[src/rtl/pipeline_hazard_ctrl.sv]
// Stall/flush sequencer for the IF -> IF/ID -> ID -> ID/EX -> EX pipeline.
// Control outputs are combinational from state and inputs; state and the lost-cycle counter are registered.
module pipeline_hazard_ctrl #(
  parameter int unsigned ADDR_W    = 32,
  parameter int unsigned FETCH_LAT = 1,
  parameter int unsigned CNT_W     = 16
) (
  input  logic              sys_clk_i,
  input  logic              rst_n_i,
  input  logic              jump_en_i,
  input  logic [ADDR_W-1:0] jump_addr_i,
  input  logic              load_use_i,
  input  logic              div_busy_i,
  output logic              pc_load_o,
  output logic [ADDR_W-1:0] pc_load_addr_o,
  output logic              pc_hold_o,
  output logic              if_id_hold_o,
  output logic              if_id_flush_o,
  output logic              id_ex_hold_o,
  output logic              id_ex_flush_o,
  output logic [CNT_W-1:0]  lost_cnt_o
);

  typedef enum logic [1:0] {
    ST_RUN       = 2'd0,
    ST_LU_BUBBLE = 2'd1,
    ST_FLUSH     = 2'd2
  } state_t;

  localparam logic [2:0]       FLUSH_INIT_C = 3'(FETCH_LAT);
  localparam logic [CNT_W-1:0] CNT_MAX_C    = {CNT_W{1'b1}};
  localparam logic [CNT_W-1:0] CNT_ONE_C    = {{(CNT_W-1){1'b0}}, 1'b1};

  state_t             state_r;
  state_t             state_next_s;
  logic [2:0]         flush_cnt_r;
  logic [2:0]         flush_cnt_next_s;
  logic [CNT_W-1:0]   lost_cnt_r;

  logic               pc_load_s;
  logic [ADDR_W-1:0]  pc_load_addr_s;
  logic               pc_hold_s;
  logic               if_id_hold_s;
  logic               if_id_flush_s;
  logic               id_ex_hold_s;
  logic               id_ex_flush_s;
  logic               lost_cycle_s;

  // Next-state and control decode; priority is jump, then divider, then load-use.
  always_comb begin
    state_next_s     = state_r;
    flush_cnt_next_s = flush_cnt_r;
    pc_load_s        = 1'b0;
    pc_load_addr_s   = {ADDR_W{1'b0}};
    pc_hold_s        = 1'b0;
    if_id_hold_s     = 1'b0;
    if_id_flush_s    = 1'b0;
    id_ex_hold_s     = 1'b0;
    id_ex_flush_s    = 1'b0;

    if (!rst_n_i) begin
      // Outputs forced quiet while reset is asserted, whatever the inputs do.
      state_next_s     = ST_RUN;
      flush_cnt_next_s = 3'd0;
    end else if (jump_en_i) begin
      pc_load_s      = 1'b1;
      pc_load_addr_s = jump_addr_i;
      if_id_flush_s  = 1'b1;
      id_ex_flush_s  = 1'b1;
      if (FLUSH_INIT_C == 3'd0) begin
        state_next_s     = ST_RUN;
        flush_cnt_next_s = 3'd0;
      end else begin
        state_next_s     = ST_FLUSH;
        flush_cnt_next_s = FLUSH_INIT_C;
      end
    end else begin
      case (state_r)
        ST_FLUSH: begin
          // Fetch-latency slots are squashed even while EX stalls; flush beats hold on IF/ID.
          if_id_flush_s = 1'b1;
          if (div_busy_i) begin
            pc_hold_s    = 1'b1;
            id_ex_hold_s = 1'b1;
          end else begin
            pc_hold_s    = 1'b0;
            id_ex_hold_s = 1'b0;
          end
          if (flush_cnt_r <= 3'd1) begin
            state_next_s     = ST_RUN;
            flush_cnt_next_s = 3'd0;
          end else begin
            state_next_s     = ST_FLUSH;
            flush_cnt_next_s = flush_cnt_r - 3'd1;
          end
        end
        ST_RUN, ST_LU_BUBBLE: begin
          if (div_busy_i) begin
            pc_hold_s    = 1'b1;
            if_id_hold_s = 1'b1;
            id_ex_hold_s = 1'b1;
            state_next_s = ST_RUN;
          end else if ((state_r == ST_RUN) && load_use_i) begin
            pc_hold_s     = 1'b1;
            if_id_hold_s  = 1'b1;
            id_ex_flush_s = 1'b1;
            state_next_s  = ST_LU_BUBBLE;
          end else begin
            // LU_BUBBLE: the load has left EX, so load_use_i is stale this cycle.
            state_next_s = ST_RUN;
          end
          flush_cnt_next_s = 3'd0;
        end
        default: begin
          state_next_s     = ST_RUN;
          flush_cnt_next_s = 3'd0;
        end
      endcase
    end
  end

  assign lost_cycle_s = pc_hold_s | if_id_flush_s | id_ex_flush_s;

  // State, flush countdown and saturating lost-cycle counter.
  always_ff @(posedge sys_clk_i or negedge rst_n_i) begin
    if (!rst_n_i) begin
      state_r     <= ST_RUN;
      flush_cnt_r <= 3'd0;
      lost_cnt_r  <= {CNT_W{1'b0}};
    end else begin
      state_r     <= state_next_s;
      flush_cnt_r <= flush_cnt_next_s;
      if (lost_cycle_s && (lost_cnt_r != CNT_MAX_C)) begin
        lost_cnt_r <= lost_cnt_r + CNT_ONE_C;
      end else begin
        lost_cnt_r <= lost_cnt_r;
      end
    end
  end

  assign pc_load_o      = pc_load_s;
  assign pc_load_addr_o = pc_load_addr_s;
  assign pc_hold_o      = pc_hold_s;
  assign if_id_hold_o   = if_id_hold_s;
  assign if_id_flush_o  = if_id_flush_s;
  assign id_ex_hold_o   = id_ex_hold_s;
  assign id_ex_flush_o  = id_ex_flush_s;
  assign lost_cnt_o     = lost_cnt_r;

endmodule
[config.mk]
export PLATFORM = sky130hd
export DESIGN_NAME = pipeline_hazard_ctrl
export DESIGN_NICKNAME = d
export VERILOG_FILES = /design/src/rtl/pipeline_hazard_ctrl.sv
export SDC_FILE = /design/constraint.sdc
export NUM_CORES = 1
export LEC_CHECK = 0
export ABC_AREA = 0
export CAP_MARGIN = 20
export CORE_UTILIZATION = 36
export DETAILED_ROUTE_END_ITERATION = 8
export GPL_ROUTABILITY_DRIVEN = 0
export HOLD_SLACK_MARGIN = 0.08
export PLACE_DENSITY = 0.8
export SLEW_MARGIN = 0
export SYNTH_ARGS = -nofsm -noshare
export SYNTH_HDL_FRONTEND = slang
export SYNTH_SLANG_ARGS = --single-unit
[constraint.sdc]
create_clock -name sys_clk_i -period 2.4 [get_ports sys_clk_i]
set_clock_uncertainty 0.2 [all_clocks]
set_input_delay 0.36 -clock sys_clk_i [delete_from_list [all_inputs] [get_ports sys_clk_i]]
set_output_delay 0.36 -clock sys_clk_i [all_outputs]
set_load 0.05 [all_outputs]
---- After elaboration in Yosys (flattened, before gate mapping) ----
Cells that the tools add are included.
cells by class
  add/sub/neg operators ................... 2
  multipliers ............................. 0
  div/mod/pow operators ................... 0
  $lt $le $gt $ge ......................... 1
  eq/ne operators ......................... 3
  shifts and indexed selects .............. 0
  multiplexer cells ....................... 33
  bitwise operators ....................... 2
  reduce and logical (&&, ||, !) cells .... 5
operator list
  cell                   number
  $mux 32                2
  $mux 1                 22
  $add 16x1->16 const B  1
  $ne 16x16->1 const B   1
  $mux 3                 4
  $mux 2                 3
  $pmux 2 s2             1
  $le 3x1->1 const B     1
  $reduce_or 3->1        1
  $sub 3x1->3 const B    1
  $eq 2x1->1 const B     1
  $eq 2x2->1 const B     1
  $logic_and 1x1->1      2
  $logic_not 2->1        1
  $or 1x1->1             2
  $pmux 1 s2             1
  $reduce_or 2->1        1
storage, ports and cells
  flip-flop bits (word level) ............. 21
  latch bits .............................. 0
  memory bits (writable) .................. 0
  bits in read-only memories .............. 0
  input port bits ......................... 37
  output and inout bits ................... 54
  logic and storage cells ................. 49
  memories kept ........................... 0

---- Longest topological paths before layout ----
Gate-level depths: netlist of the first run.
  depth in word-level cells ............... 10
  gate-level depth with buffers ........... 5
  mapped depth without buffers ............ 5

---- Worst setup path before layout of the first run ----
OpenSTA, ideal clock, no wires.
  path kind ............................... input -> output
  start ................................... in rst_n_i
  end ..................................... out if_id_flush_o
  arrival time ............................ 1965 ps
  data required time ...................... 1840 ps
  path slack .............................. -125 ps
  stages on the path ...................... 3
  buffers on the path ..................... 2
  path through ............................ clkbuf_1 clkbuf_1 a21boi_0
on the way
  longest elaborated chain between the ends .. 1
ends and longest elaborated chain
  item         line  source
  from (decl)  9     input logic rst_n_i,
  $mux 1       61    if (!rst_n_i) begin
  to (decl)    18    output logic if_id_flush_o,
Every way passes these cells.

---- Worst setup path after layout of the first run ----
  start ................................... in jump_en_i
  end ..................................... out if_id_hold_o
on the way
  longest elaborated chain between the ends .. 2
ends and longest elaborated chain
  item         line  source
  from (decl)  10    input logic jump_en_i,
  $mux 1       65    end else if (jump_en_i) begin
  $mux 1       61
  to (decl)    17    output logic if_id_hold_o,
Every way passes these cells.

==> results of run 1 <==
==> through the flow <==
stage                     total power [mW]  hold WS, ps  setup WS (ps)  util [%]  cells
after CTS                             1.62          112            192      76.6    294
after global routing                  1.69          141            101      76.6    294
after global placement                1.36          106            235      75.1    289
final                                 1.61          119            203      76.6    294
after detailed placement              1.38          117            173      75.1    289
after floorplan                      0.993         -136            177         -    152
==> kinds of logic after synthesis <==
logic type	count (synthesis)	synth area share [%]
adders and majority gates	2	1.81
muxes	3	2.71
xor gates and xnor gates	13	8.23
AOI/OAI and AO/OA	16	9.40
buffers and inverters	14	3.80
DFF	21	38.0
and+or+nand+nor	83	36.1
==> per-layer routing <==
metal	global-route usage [%]	wire, um	vias to the layer above	part of all wire [%]
li1	-	-	742	-
met1	28.6	1810	723	39
met2	43.5	2380	70	52
met3	9.29	413	2	8.9
met4	4.26	23	0	0.50
met5	0	0	-	0
==> sequential cells by signal, indices dropped and copies added, names as in the netlist <==
| name | flops |
|---|---|
| flush_cnt_r | 3 |
| state_r | 2 |
| lost_cnt_o | 16 |
==> synthesized netlist by cell type (2+ instances only) <==
cell type,n
mux2_2,2
or4_1,2
o21ai_0,2
nand2_1,10
dfrtp_1,21
and2_1,3
nand3_1,7
clkbuf_1,8
xor2_1,8
nor4_1,3
a311oi_1,2
nor2_1,4
a21oi_1,2
a31oi_1,2
inv_1,6
a21boi_0,2
and3_1,32
ha_1,2
nand4_1,3
xnor2_1,5
nor3_1,8
==> cell type report <==
cell class | instances | area [um2]
multi-input combinational | 117 | 811
clock buffer | 4 | 45.0
inverter | 6 | 22.5
tap | 48 | 60.1
sequential | 21 | 526
timing repair buffer | 98 | 1340
fill | 259 | 858
==> worst paths after layout <==
check | from | endpoint
worst min-delay path | rst_n_i | lost_cnt_o[6]
worst max-delay path | jump_en_i | if_id_hold_o
min in group sys_clk_i | flush_cnt_r[0] | flush_cnt_r[0]
worst max register to register | lost_cnt_o[0] | lost_cnt_o[1]
worst min register to register | flush_cnt_r[0] | flush_cnt_r[0]
max in group asynchronous | rst_n_i | flush_cnt_r[2]
==> report_power, final <==
part	switching (mW)	total [mW]	internal, mW
clock network	0.119	0.237	0.118
registers	0.106	0.527	0.421
logic	0.496	0.850	0.355
total	0.720	1.61	0.894
==> repair_timing <==
action | in CTS | in global routing
hold buffers | 1 | 0
gates resized for setup | 0 | 0
setup buffers | 0 | 0
hold endpoints to repair | 4 | 0
==> metrics, run 1 <==
status finished, final reports clean; Area Growth Syn to Fin 103%; critical path's top delay family buffers and inverters; clk sinks 21; r2r setup slk roughly 320 ps; final layout net count ~290; CP peak stage delay about 520 ps; cell area power density between 500 and 600 nW/um2; Max-Cap Viols 0; final worst-path cycle share between 90% and 100%; minimum clock period 2200 ps; Max Fanout on Critical Path 6; Synth area leaders dfrtp_1 38%, and3_1 14%, xor2_1 5.1%; Mapped Area between 1000 and 1500 um2; total vias in the final route 1537; vias per inst ~5.2; Rel. slew slack 61.2%; RSZ-0062 raised after global routing no; setup tns final 0 ps; layout cell share with drive strength beyond 1 between 20 and 25%; CP cell instances clkdlybuf4s50_1 > inv_1 > nand2_1 > nor3_2 > buf_12; GRT Total Usage approximately a quarter; Worst Hold Class in -> async; vias in the first global route ~1600; initial antenna violation count 0; number of routed nets with antenna violations 0; CP Class in -> out; Post-synth EDFFs 0; CORE AREA approximately 3700 um2; post-synthesis register bit count 21; cell depth of the worst setup path 5; asr flop ratio synth 100%; Port-buffer cells 90; Reg2Reg Depth 5; slowest CP cell clkdlybuf4s50_1; Syn Area/Cell around 9.1 um2; HPWL Detailed 3.78 mm; syn nets 191; Starting Density roughly 38%; area leader, netlist dfrtp_1; Unique masters post-synth 39; Die Ht roughly 64 um; largest net degree at the start of global routing 23; CTS tree yes; die span in x 64 um; fmax 455 MHz; Pleak ~1.2 nW; CP Data Required Time between 1500 and 2000 ps; # diodes 0; final hold vios 0; routed len/inst around 16 um; Clock Latency Late Sink approximately 260 ps; # IOs approximately 90; Clock transition at path regs approximately 80 ps; Main synth FF type dfrtp_1; Least-Margin Pin Slew just under 600 ps; total CTS buffers 3; Worst VDD drop roughly 0.43 mV; post-route cell area approximately 2800 um2; commonest non-fill, non-tap cell in the layout clkdlybuf4s50_1; die area 4100 um2; Residual DRC 0; top cell type's share of synthesized area between 30% and 40%; Synthesis Warnings 0; grt ovf 0; Seq/Total Area, Yosys 38.0%; Slew Viols, Final 0; cell count after synthesis between 150 and 200; Bufs on Longest Clock Path 2; Rows 22; Setup crit start kind primary input; Root Driver clkbuf_8; number of buffers and inverters on the critical path 3; dpl cell area ~2700 um2; # setup viols final 0; first-pass GRT wire length about 7.7 mm; drt pass-1 iters 4; final wirelength about 4.6 mm; Initial DRC Count 122; H-tree depth 1; CP Data Arrival Time 1640 ps; most frequent cells in the layout 51 x clkdlybuf4s50_1, 38 x buf_12, 32 x and3_1, 21 x dfrtp_1, 10 x nand2_1; Setup crit end kind output port
No activity file was read; power rests on OpenSTA's default activity.
==> run 2: changes to the inputs <==
--- a/config.mk
+++ b/config.mk
@@ -6,7 +6,6 @@
 export NUM_CORES = 1
 export LEC_CHECK = 0
 export ABC_AREA = 0
-export CAP_MARGIN = 20
 export CORE_UTILIZATION = 36
 export DETAILED_ROUTE_END_ITERATION = 8
 export GPL_ROUTABILITY_DRIVEN = 0
==> results of run 2 <==
The final DEF is identical to that of run 1; final timing and power are the same.
==> run 3: changes to the inputs <==
--- a/config.mk
+++ b/config.mk
@@ -6,11 +6,10 @@
 export NUM_CORES = 1
 export LEC_CHECK = 0
 export ABC_AREA = 0
-export CORE_UTILIZATION = 36
+export CORE_UTILIZATION = 27
 export DETAILED_ROUTE_END_ITERATION = 8
 export GPL_ROUTABILITY_DRIVEN = 0
 export HOLD_SLACK_MARGIN = 0.08
-export PLACE_DENSITY = 0.8
 export SLEW_MARGIN = 0
 export SYNTH_ARGS = -nofsm -noshare
 export SYNTH_HDL_FRONTEND = slang
==> run 3 against run 2 <==
  * Clock-buffer cell count unchanged
  * Largest power group unchanged
  * Sequential cell count unchanged
  * Non-clock buffer count up 2
  * Combinational power down 0.5%
  * Core utilization down 17 points
  * Maximum frequency down 0.92%
  * Critical path depth unchanged
  * Critical endpoint unchanged
==> metrics, run 3 (same netlist as run 1, synthesis figures left out) <==
status finished, final reports clean; layout cell share with drive strength beyond 1 24.2% (-0.20 points); Residual DRC 0 (unchanged); vias in the first global route 1549 (-4.3%); Setup crit end kind output port; clk sinks 21 (unchanged); die span in x 73.6 um (+15%); # IOs 91 (unchanged); H-tree depth 1 (unchanged); vias per inst 4.78 (-8.5%); final hold vios 0 (unchanged); total CTS buffers 3 (unchanged); cell area power density 561 nW/um2 (-2.6%); largest net degree at the start of global routing 21 (-8.7%); CP peak stage delay 520 ps (about the same); total vias in the final route 1506 (-2.0%); final wirelength 4.40 mm (-4.9%); Die Ht 73.6 um (+15%); post_cts resized 0 (unchanged); routed len/inst 14.0 um (-11%); Rel. slew slack 63.5% (+2.3 points); commonest non-fill, non-tap cell in the layout clkdlybuf4s50_1; initial antenna violation count 0 (unchanged); RSZ-0062 raised after global routing no; Starting Density 28.7% (-9.1 points); Port-buffer cells 90 (unchanged); setup tns final 0 ps (unchanged); CP Data Arrival Time 1660 ps (+20 ps); GRT Total Usage 17.8% (-6.9 points); minimum clock period 2220 ps (+20.4 ps); # setup viols final 0 (unchanged); hold-fix buffers at CTS 3 (+2); Clock transition at path regs 70 ps (about the same); # diodes 0 (unchanged); HPWL Detailed 3.60 mm (-4.9%); CP cell instances clkdlybuf4s50_1 > inv_1 > nand2_1 > nor3_2 > buf_12; number of buffers and inverters on the critical path 3 (unchanged); Max-Cap Viols 0 (unchanged); CP Class in -> out; number of routed nets with antenna violations 0 (unchanged); Pwr Total 1.60 mW (-1.1%); CTS tree yes; die area 5420 um2 (+32%); number of flip-flops in the largest register 16 (unchanged); CORE AREA 4820 um2 (+32%); Worst Hold Class reg -> reg; final worst-path cycle share 92.4% (+0.85 points); slowest CP cell clkdlybuf4s50_1; critical path's top delay family buffers and inverters; drt pass-1 iters 4 (unchanged); Root Driver clkbuf_8; Area Growth Syn to Fin 106%; Worst VDD drop 0.373 mV (-13%); Rows 25 (+14%); Least-Margin Pin Slew 543 ps (-34.3 ps); first-pass GRT wire length 7.36 mm (-4.5%); fmax 451 MHz (-0.92%); most frequent cells in the layout 51 x clkdlybuf4s50_1, 38 x buf_12, 32 x and3_1, 21 x dfrtp_1, 10 x nand2_1; Max Fanout on Critical Path 6 (unchanged); Initial DRC Count 68 (-44%); final layout net count 288 (+0.70%); Setup crit start kind primary input; Bufs on Longest Clock Path 2 (unchanged); Pleak 1.25 nW (+0.67%); grt ovf 0 (unchanged); post-CTS setup buffers 0 (unchanged); Slew Viols, Final 0 (unchanged); CP Data Required Time 1840 ps (about the same); Clock Latency Late Sink 260 ps (about the same)
[run 3: path summary, 6_finish.rpt]
path                                start             end  slack, ps  cells past startpoint
min                        flush_cnt_r[0]  flush_cnt_r[0]        270                      1
min reg2reg                flush_cnt_r[0]  flush_cnt_r[0]        270                      1
max in group asynchronous         rst_n_i  flush_cnt_r[0]       1180                      3
max                             jump_en_i    if_id_hold_o        180                      5
max reg2reg                 lost_cnt_o[0]   lost_cnt_o[1]        370                      5
min in group asynchronous         rst_n_i      state_r[0]        510                      2
[run 3: through the flow]
step           util [%]  std cells  worst slack, ps  cell area, um2  hold slack, ps
2_1_floorplan         -        152              177            1390            -136
3_3_place_gp       57.5        308              215            2770            91.9
3_5_place_dp       57.5        308              177            2770            92.1
4_1_cts            59.1        315              186            2850             274
5_1_grt            59.1        315             84.2            2850             295
6_report           59.1        315              182            2850             269
[run 3: power breakdown]
group | internal (mW) | switching [mW]
clock network | 0.118 | 0.114
logic | 0.357 | 0.490
registers | 0.422 | 0.0970
total | 0.897 | 0.700
[run 3: final cells by class]
type                       instances  area (um2)
tap                               67        83.8
sequential                        21         526
timing repair buffer             100        1360
inverter                           6        22.5
multi-input combinational        117         811
fill                             431        1970
clock buffer                       4        45.0
[run 3: per-layer routing]
metal,wire [um],up-vias,GRT usage [%]
met5,0,-,0
met4,64,0,5.77
met3,456,5,7.54
met2,2050,71,29.2
met1,1820,680,20.9
li1,-,750,-
